===== src/rtl/ipf_sched_pkg.sv =====
// Shared types and constants for the IPF LCU command scheduler.
package ipf_sched_pkg;

   typedef enum logic [2:0] {
      S_IDLE  = 3'd0,
      S_FETCH = 3'd1,
      S_ISSUE = 3'd2,
      S_RUN   = 3'd3,
      S_DONE  = 3'd4
   } state_t;

   // Filter type codes carried in the command word (3 also means edge offset)
   localparam logic [1:0] TYPE_OFF = 2'd0;
   localparam logic [1:0] TYPE_BO  = 2'd1;
   localparam logic [1:0] TYPE_WO  = 2'd2;

   // LCU size codes; code 3 behaves like 64
   localparam logic [1:0] SIZE_16 = 2'd0;
   localparam logic [1:0] SIZE_32 = 2'd1;
   localparam logic [1:0] SIZE_64 = 2'd2;

   // Command word layout: {type, band_pos, wo_class, offset}
   localparam int CMD_W      = 24;
   localparam int OFS_OFFSET = 0;
   localparam int OFS_WO     = 16;
   localparam int OFS_BAND   = 17;
   localparam int OFS_TYPE   = 22;

   // LCU grid width of the 128x128 image for a given size code
   function automatic logic [3:0] grid_w(input logic [1:0] size);
      case (size)
         SIZE_16: return 4'd8;
         SIZE_32: return 4'd4;
         default: return 4'd2;
      endcase
   endfunction

   // Highest grid coordinate for a given size code
   function automatic logic [2:0] grid_last(input logic [1:0] size);
      logic [3:0] g;
      g = grid_w(size) - 4'd1;
      return g[2:0];
   endfunction

endpackage


===== src/rtl/ipf_cmd_fifo.sv =====
// Synchronous command FIFO, DEPTH x W, async reset to empty.
// Push while full and pop while empty are ignored.
module ipf_cmd_fifo
   import ipf_sched_pkg::*;
#(
   parameter int DEPTH = 4,
   parameter int W     = CMD_W
) (
   input  logic         clk,
   input  logic         reset,
   input  logic         push,
   input  logic [W-1:0] din,
   input  logic         pop,
   output logic [W-1:0] dout,
   output logic         full,
   output logic         empty
);

   localparam int AW = $clog2(DEPTH);
   localparam logic [AW:0] FULL_CNT = (AW+1)'(DEPTH);

   logic [W-1:0]  mem [DEPTH];
   logic [AW-1:0] wr_ptr;
   logic [AW-1:0] rd_ptr;
   logic [AW:0]   count;
   logic          do_push;
   logic          do_pop;

   assign do_push = push & ~full;
   assign do_pop  = pop & ~empty;
   assign full    = (count == FULL_CNT);
   assign empty   = (count == '0);
   assign dout    = mem[rd_ptr];

   // Storage write; contents need no reset since count guards reads
   always_ff @(posedge clk) begin
      if (do_push) mem[wr_ptr] <= din;
   end

   // Pointers and occupancy; pointers wrap naturally (DEPTH is a power of 2)
   always_ff @(posedge clk or posedge reset) begin
      if (reset) begin
         wr_ptr <= '0;
         rd_ptr <= '0;
         count  <= '0;
      end else begin
         if (do_push) wr_ptr <= wr_ptr + 1'b1;
         if (do_pop)  rd_ptr <= rd_ptr + 1'b1;
         case ({do_push, do_pop})
            2'b10:   count <= count + 1'b1;
            2'b01:   count <= count - 1'b1;
            default: count <= count;
         endcase
      end
   end

endmodule


===== src/rtl/ipf_lcu_sched.sv =====
// IPF LCU command scheduler: queues host commands and issues one per LCU
// in raster order, waiting for the engine's done pulse between LCUs.
// Optional build macro IPF_SCHED_PREFETCH_EN: pop the next command in the
// same cycle as a non-final eng_done, skipping FETCH (one dead cycle).
// Handshake: a command is pushed on any clock edge where cfg_valid and
// cfg_ready are both high; cfg_ready is simply "FIFO not full".
module ipf_lcu_sched
   import ipf_sched_pkg::*;
#(
   parameter int DEPTH = 4
) (
   input  logic        clk,
   input  logic        reset,
   input  logic        img_start,
   input  logic [1:0]  img_size,
   input  logic        cfg_valid,
   output logic        cfg_ready,
   input  logic [1:0]  cfg_type,
   input  logic [4:0]  cfg_band_pos,
   input  logic        cfg_wo_class,
   input  logic [15:0] cfg_offset,
   output logic        eng_start,
   output logic [1:0]  eng_type,
   output logic [4:0]  eng_band_pos,
   output logic        eng_wo_class,
   output logic [15:0] eng_offset,
   output logic [2:0]  eng_lcu_x,
   output logic [2:0]  eng_lcu_y,
   output logic [1:0]  eng_lcu_size,
   input  logic        eng_done,
   output logic        busy,
   output logic        img_done,
   output logic [6:0]  lcu_cnt,
   output logic        err,
   output logic [2:0]  dbg_state
);

   state_t          state, state_n;
   logic [CMD_W-1:0] cmd_q;
   logic [CMD_W-1:0] fifo_dout;
   logic            fifo_full, fifo_empty;
   logic            push, pop, pref_pop;
   logic [1:0]      size_q;
   logic [2:0]      nx, ny;
   logic [2:0]      adv_x, adv_y;
   logic [2:0]      gl;
   logic            last;

   assign cfg_ready = ~fifo_full;
   assign push      = cfg_valid & cfg_ready;
   assign dbg_state = state;

   ipf_cmd_fifo #(.DEPTH(DEPTH), .W(CMD_W)) u_fifo (
      .clk   (clk),
      .reset (reset),
      .push  (push),
      .din   ({cfg_type, cfg_band_pos, cfg_wo_class, cfg_offset}),
      .pop   (pop),
      .dout  (fifo_dout),
      .full  (fifo_full),
      .empty (fifo_empty)
   );

   assign eng_type     = cmd_q[OFS_TYPE +: 2];
   assign eng_band_pos = cmd_q[OFS_BAND +: 5];
   assign eng_wo_class = cmd_q[OFS_WO];
   assign eng_offset   = cmd_q[OFS_OFFSET +: 16];
   assign eng_lcu_size = size_q;

   // Raster successor of the LCU currently in the engine, and last-LCU test
   always_comb begin
      gl    = grid_last(size_q);
      adv_x = eng_lcu_x + 3'd1;
      adv_y = eng_lcu_y;
      if (eng_lcu_x == gl) begin
         adv_x = 3'd0;
         adv_y = eng_lcu_y + 3'd1;
      end
      last = (eng_lcu_x == gl) && (eng_lcu_y == gl);
   end

   // State register
   always_ff @(posedge clk or posedge reset) begin
      if (reset) state <= S_IDLE;
      else       state <= state_n;
   end

   // Next-state and strobe outputs
   always_comb begin
      state_n   = state;
      pop       = 1'b0;
      pref_pop  = 1'b0;
      eng_start = 1'b0;
      img_done  = 1'b0;
      busy      = (state != S_IDLE);
      case (state)
         S_IDLE: begin
            if (img_start) state_n = S_FETCH;
         end
         S_FETCH: begin
            if (!fifo_empty) begin
               pop     = 1'b1;
               state_n = S_ISSUE;
            end
         end
         S_ISSUE: begin
            eng_start = 1'b1;
            state_n   = S_RUN;
         end
         S_RUN: begin
            if (eng_done) begin
               if (last) begin
                  state_n = S_DONE;
               end else begin
                  state_n = S_FETCH;
`ifdef IPF_SCHED_PREFETCH_EN
                  if (!fifo_empty) begin
                     pop      = 1'b1;
                     pref_pop = 1'b1;
                     state_n  = S_ISSUE;
                  end
`endif
               end
            end
         end
         S_DONE: begin
            img_done = 1'b1;
            state_n  = S_IDLE;
         end
         default: state_n = S_IDLE;
      endcase
   end

   // Datapath: size latch, raster position, command register, counters, error
   always_ff @(posedge clk or posedge reset) begin
      if (reset) begin
         size_q    <= '0;
         nx        <= '0;
         ny        <= '0;
         cmd_q     <= '0;
         eng_lcu_x <= '0;
         eng_lcu_y <= '0;
         lcu_cnt   <= '0;
         err       <= 1'b0;
      end else begin
         if (state == S_IDLE && img_start) begin
            size_q  <= img_size;
            nx      <= 3'd0;
            ny      <= 3'd0;
            lcu_cnt <= '0;
         end
         if (state == S_RUN && eng_done) begin
            lcu_cnt <= lcu_cnt + 7'd1;
            if (!last) begin
               nx <= adv_x;
               ny <= adv_y;
            end
         end
         // Coordinates and parameters move together, only on a pop
         if (pop) begin
            cmd_q     <= fifo_dout;
            eng_lcu_x <= pref_pop ? adv_x : nx;
            eng_lcu_y <= pref_pop ? adv_y : ny;
         end
         if (eng_done && state != S_RUN) err <= 1'b1;
      end
   end

endmodule


===== config.mk =====
export PLATFORM = sky130hd
export DESIGN_NAME = ipf_lcu_sched
export DESIGN_NICKNAME = d
export VERILOG_FILES = /design/src/rtl/ipf_sched_pkg.sv /design/src/rtl/ipf_cmd_fifo.sv /design/src/rtl/ipf_lcu_sched.sv
export SDC_FILE = /design/constraint.sdc
export NUM_CORES = 1
export LEC_CHECK = 0
export CAP_MARGIN = 0
export CORE_ASPECT_RATIO = 0.9
export CORE_MARGIN = 2
export CORE_UTILIZATION = 45
export DETAILED_ROUTE_END_ITERATION = 10
export PLACE_DENSITY = 0.7
export SLEW_MARGIN = 20
export SYNTH_ARGS = -nofsm -noshare
export SYNTH_HDL_FRONTEND = slang
export SYNTH_SLANG_ARGS = --single-unit

===== constraint.sdc =====
create_clock -name clk -period 2.31 [get_ports clk]
set_clock_uncertainty 0.15 [all_clocks]
set_input_delay 0.3465 -clock clk [delete_from_list [all_inputs] [get_ports clk]]
set_output_delay 0.3465 -clock clk [all_outputs]
set_load 0.02 [all_outputs]

Word-level counts from Yosys, hierarchy flattened
Memory sizes are Yosys's and may differ from the RTL's. A register that Yosys moved wholly into a read port is not among the register bits.
Cells that the tools add are included.

word-level totals
  output and inout port bits = 47
  memories kept = 1
  register bits after elaboration = 32
  RAM bits = 96

operators by class
  bitwise operators = 5
  multiplexer cells = 23
  $add $sub $neg = 8
  reductions and logical operators = 11
  equal/unequal tests = 14

memory list
  name        depth  width  read ports  clocked after memory_dff  write ports  line                text
  u_fifo.mem  4      24     1           1                         1            ipf_cmd_fifo.sv:22  logic [W-1:0] mem [DEPTH];

operators with widths
  cell                                              number
  2-to-1 mux 3 bit                                  12
  2-to-1 mux 7 bit                                  2
  case mux 3 bit (2 select lines)                   2
  case mux 3 bit (4 select lines)                   1
  adder 3 x 1 -> 3 bit, second input constant       3
  adder 7 x 1 -> 7 bit, second input constant       1
  == test 3 x 2 -> 1 bit, second input constant     2
  == test 3 bit                                     2
  == test 3 bit, second input constant              2
  zero test 3 bit                                   2
  2-to-1 mux 1 bit                                  6
  != test 2 bit, second input constant              3
  subtractor 3 x 1 -> 3 bit, second input constant  2
  adder 2 x 1 -> 2 bit, second input constant       2
  == test 2 x 1 -> 1 bit, second input constant     2
  logical AND 1 bit                                 4
  nonzero test 2 bit                                2
  AND 1 bit                                         3
  == test 3 x 1 -> 1 bit, second input constant     1
  != test 3 x 2 -> 1 bit, second input constant     1
  AND reduction 3 bit                               1
  nonzero test 3 bit                                1
  == test 2 bit, second input constant              1
  zero test 2 bit                                   1
  inverter 1 bit                                    2

Logic depth before layout (Yosys ltp)
  depth in word-level cells = 8
  gate-level depth with buffers = 10

Cells and area by module
A second synthesis with hierarchy kept.

second synthesis, totals
  cells, all modules = 330
  area total of the unflattened synthesis = 6125.9 µm²

by module, submodules not included
  module         instances  cells each  seq. area each (µm²)  area each (µm²)
  ipf_cmd_fifo   1          164         3057.9                3937.5
  ipf_lcu_sched  1          166         1226.2                2188.3

Least setup slack after synthesis
Ideal clock, no wire load.

  path type = register to register
  from = register state[0] (netlist: dbg_state[0])
  to = register u_fifo.count[2]
  slack = -0.038 ns
  data arrival time = 2.119 ns
  setup time = 0.079 ns
  cell stages (with the launch flop) = 10
  cells stage by stage = dfrtp_1 o311ai_2 nor2_4 buf_4 ha_1 inv_1 fa_1 xor2_1 nor2_1 xor2_1

between the ends
  cells in the longest elaborated chain, start to end = 5
  elaborated cells between the ends (all ways) = 7

ends and longest elaborated chain
  what                                                                   line                 text
  from (decl)                                                            ipf_lcu_sched.sv:38  state_t state, state_n;
  from (signal assigned)                                                 ipf_lcu_sched.sv:85  else state <= state_n;
  == test 3 x 1 -> 1 bit *                                               ipf_lcu_sched.sv:96  case (state)
  2-to-1 mux 1 bit *                                                     ipf_lcu_sched.sv:96
  net pop                                                                ipf_lcu_sched.sv:42  logic push, pop, pref_pop;
  AND 1 bit *                                                            ipf_cmd_fifo.sv:30   assign do_pop = pop & ~empty;
  == test 2 x 1 -> 1 bit or == test 2 bit (tied branches)                ipf_cmd_fifo.sv:49   case ({do_push, do_pop})
  case mux 3 bit (2 select lines) or nonzero test 2 bit (tied branches)  n/a
  to (signal assigned)                                                   ipf_cmd_fifo.sv:50   2'b10: count <= count + 1'b1;
  to (signal assigned)                                                   ipf_cmd_fifo.sv:51   2'b01: count <= count - 1'b1;
  to (signal assigned)                                                   ipf_cmd_fifo.sv:52   default: count <= count;
  to (decl)                                                              ipf_cmd_fifo.sv:25   logic [AW:0] count;

Mark *: on every way through the listed nets, which the timed path passes. The rest lies on a longest branch.
A chain may end at the register's enable or synchronous reset.

Worst setup path in the final report
  from = register state[2] (netlist: dbg_state[2])
  to = output port img_done

between the ends
  cells in the longest elaborated chain, start to end = 2

ends and longest elaborated chain
  what              line                 text
  == test 3 bit     ipf_lcu_sched.sv:96
  2-to-1 mux 1 bit  ipf_lcu_sched.sv:96
  to (decl)         ipf_lcu_sched.sv:32  output logic img_done,

No other way between the ends.

==> flow_metrics.py <==
metrics = {
    "yosys": {
        "yosys-top-cells-count": "edfxtp_1, dfrtp_1, mux2_2, mux4_2, nand2_1",
        "synth_area_leaders": "edfxtp_1, dfrtp_1, mux4_2",
        "syn_area_um2": 6030,
        "synth_edf_count": 96,
        "synth.avg_cell_area_um2": 18.5,
        "async_flop_share_pct": 36.8,
        "ys_ff_latch": 152,
        "ys.flop_type": "edfxtp_1",
        "synth_largest_area_cell": "edfxtp_1",
        "yosysMostFrequentCell": "edfxtp_1",
        "ys_seq_area_share_pct": 71.1,
        "synthesis.nets": 366,
        "yosys.area.top_type_share_pct": 47.8,
        "ys_types": 45,
        "netlist_instances": 326,
        "yosys_warnings": 0,
    },
    "cts": {
        "clk_path_buf_depth": 2,
        "cts_hold_buf": 0,
        "cts_root_buf": "clkbuf_16",
        "cts_tree": "yes",
        "clk_latency_ns": 0.42,
        "cts_buffers": 17,
        "path_clk_slew_ns": 0.06,
        "ctsHtreeMaxLevel": 4,
        "clock_sinks": 152,
    },
    "detailed_routing": {
        "drc": 0,
        "ant_nets": 0,
        "vias_per_cell": 5.30,
        "wire_per_inst_um": 18.5,
        "num_vias": 3209,
        "drtIter0Drc": 271,
        "first_pass_iters": 4,
        "routed_wl_mm": 11.2,
    },
    "floorplanning": {
        "die_h_um": 114,
        "ios": 78,
        "rows": 40,
        "initial_utilization_pct": 45.6,
        "die_w_um": 126,
        "core_um2": 13200,
        "die_area_um2": 14300,
    },
    "critical_path": {
        "arrival_ns": 1.75,
        "crit_fanout": 10,
        "slowest_stage": "clkdlybuf4s50_1",
        "crit_path_cell_trace": "nor3b_1, clkdlybuf4s50_1",
        "crit_path_max_incr_delay_ns": 0.63,
        "endpoint_kind": "primary output",
        "worst_setup_path_start_kind": "register",
        "critical_path_required_ns": 1.81,
        "path_class": "reg -> out",
    },
    "placement": {
        "hpwlAfterDp_mm": 6.72,
        "io_buffers": 77,
        "gp_congestion": 0.779,
    },
    "cells_and_area": {
        "finalNetCount": 464,
        "drive_gt1_share_pct": 23.8,
        "antenna-diode-count": 0,
        "area_growth_pct": 27.8,
    },
    "power": {
        "p_total_mw": 10.5,
        "peakVddDrop_uv": 724,
        "p_leak_nw": 2.88,
        "power_density_nw_per_um2": 1360,
    },
    "sta": {
        "finalHoldViolations": 0,
        "final_max_slew_viol_count": 0,
        "relSlewSlack_pct": 64.7,
        "period_share_pct": 97.4,
        "setup_viol": 0,
        "worst_pin_slew_ns": 0.528,
        "rsz0062_at_grt": "no",
        "fmax_mhz": 444,
        "holdWs_ns": 0.150,
        "min_period_ns": 2.25,
        "fin_tns_setup_ns": 0,
    },
    "global_routing": {
        "grt.total_usage_pct": 16.8,
        "antenna_found_initial": 0,
        "grt_pass1_wl_mm": 18.1,
        "grt_max_degree": 38,
        "grt_pass1_vias": 3389,
        "grt_overflow_total": 0,
    },
    "hold_path": {
        "min_path_type": "in -> async",
    },
    "job": {
        "cap_viol_max_count": 0,
    },
    "outcome": {
        "status": "completed",
    },
}
critical path, delay by kind of cell (launching register included):
family                 cells  cell delay, ns
buffers and inverters      1            0.63
flip-flops                 1            0.50
AND/OR/NAND/NOR            1            0.21
registers in the layout, summed over array words and instances (netlist names):
register / cells
cmd_q: 24
u_fifo.rd_ptr: 2
u_fifo.mem: 96
u_fifo.wr_ptr: 2
u_fifo.count: 3
err: 1
dbg_state: 3
lcu_cnt: 7
nx: 3
ny: 3
eng_lcu_x: 3
eng_lcu_y: 3
eng_lcu_size: 2
stage by stage:
stage | std cells | worst slack (ns) | area [um2] | utilization, %
floorplan | 326 | 0.0372 | 6030 | -
global placement | 573 | 0.131 | 7120 | 53.9
detailed placement | 573 | 0.0612 | 7120 | 53.9
CTS | 605 | 0.0122 | 7690 | 58.2
global route | 605 | 0.00286 | 7700 | 58.3
finish | 605 | 0.0597 | 7700 | 58.3
cell type report:
class | instances | area [um2]
flip-flops and latches | 152 | 4290
clock buffers | 23 | 478
multi-input cells | 154 | 1630
well taps | 168 | 210
repair buffers | 90 | 960
inverters | 9 | 33.8
fillers | 1008 | 5510
clock inverters | 9 | 98.8
report_power, final:
part           leakage (nW)  internal, mW  total, mW  switching, mW
Combinational          1.04          1.90       3.61           1.71
Sequential             1.56          3.71       4.18          0.468
Clock                 0.280          1.66       2.67           1.01
Total                  2.88          7.27       10.5           3.19
what timing repair did:
| action | 4_1_cts | 5_1_grt |
|---|---|---|
| setup endpoints to repair | 3 | 2 |
| resized for setup | 2 | 2 |
| setup buffers | 0 | 0 |
cell families after synthesis:
kind of cell | Yosys count | share of synthesized area (%)
fa+ha+maj | 9 | 1.99
simple gates | 50 | 4.98
compound gates | 29 | 3.28
xor+xnor | 7 | 1.02
mux | 59 | 15.8
flops | 152 | 71.1
buf+inv | 20 | 1.87
layout by cell type, fill, tap and decap left out, drive strengths merged, types with 5 or more instances in the layout:
master	count
and3	6
buf	13
clkbuf	23
clkdlybuf4s50	74
clkinv	5
dfrtp	56
edfxtp	96
ha	8
inv	9
mux2	32
mux4	24
nand2	14
nor2	9
o21ai	13
routing by layer:
layer	wire (um)	vias to the layer above	global-route usage (%)
li1	-	1468	-
met1	5020	1668	21.9
met2	5720	63	27.0
met3	351	10	5.11
met4	106	0	6.15
met5	0	-	0
worst paths after layout:
kind	startpoint	to	slack [ns]	cells after the start
worst max-delay path	dbg_state[2]$_DFFE_PP0P_	img_done	0.06	2
worst min-delay path	reset	cmd_q[3]$_DFFE_PP0P_	0.15	2
worst max register to register	u_fifo.count[0]$_DFFE_PP0P_	u_fifo.count[2]$_DFFE_PP0P_	0.15	10
worst min register to register	err$_DFFE_PP0P_	err$_DFFE_PP0P_	0.32	1
max in group asynchronous	reset	dbg_state[1]$_DFFE_PP0P_	1.25	3
min in group clk	err$_DFFE_PP0P_	err$_DFFE_PP0P_	0.32	1
Note: power is estimated with default switching activity, not from simulation.
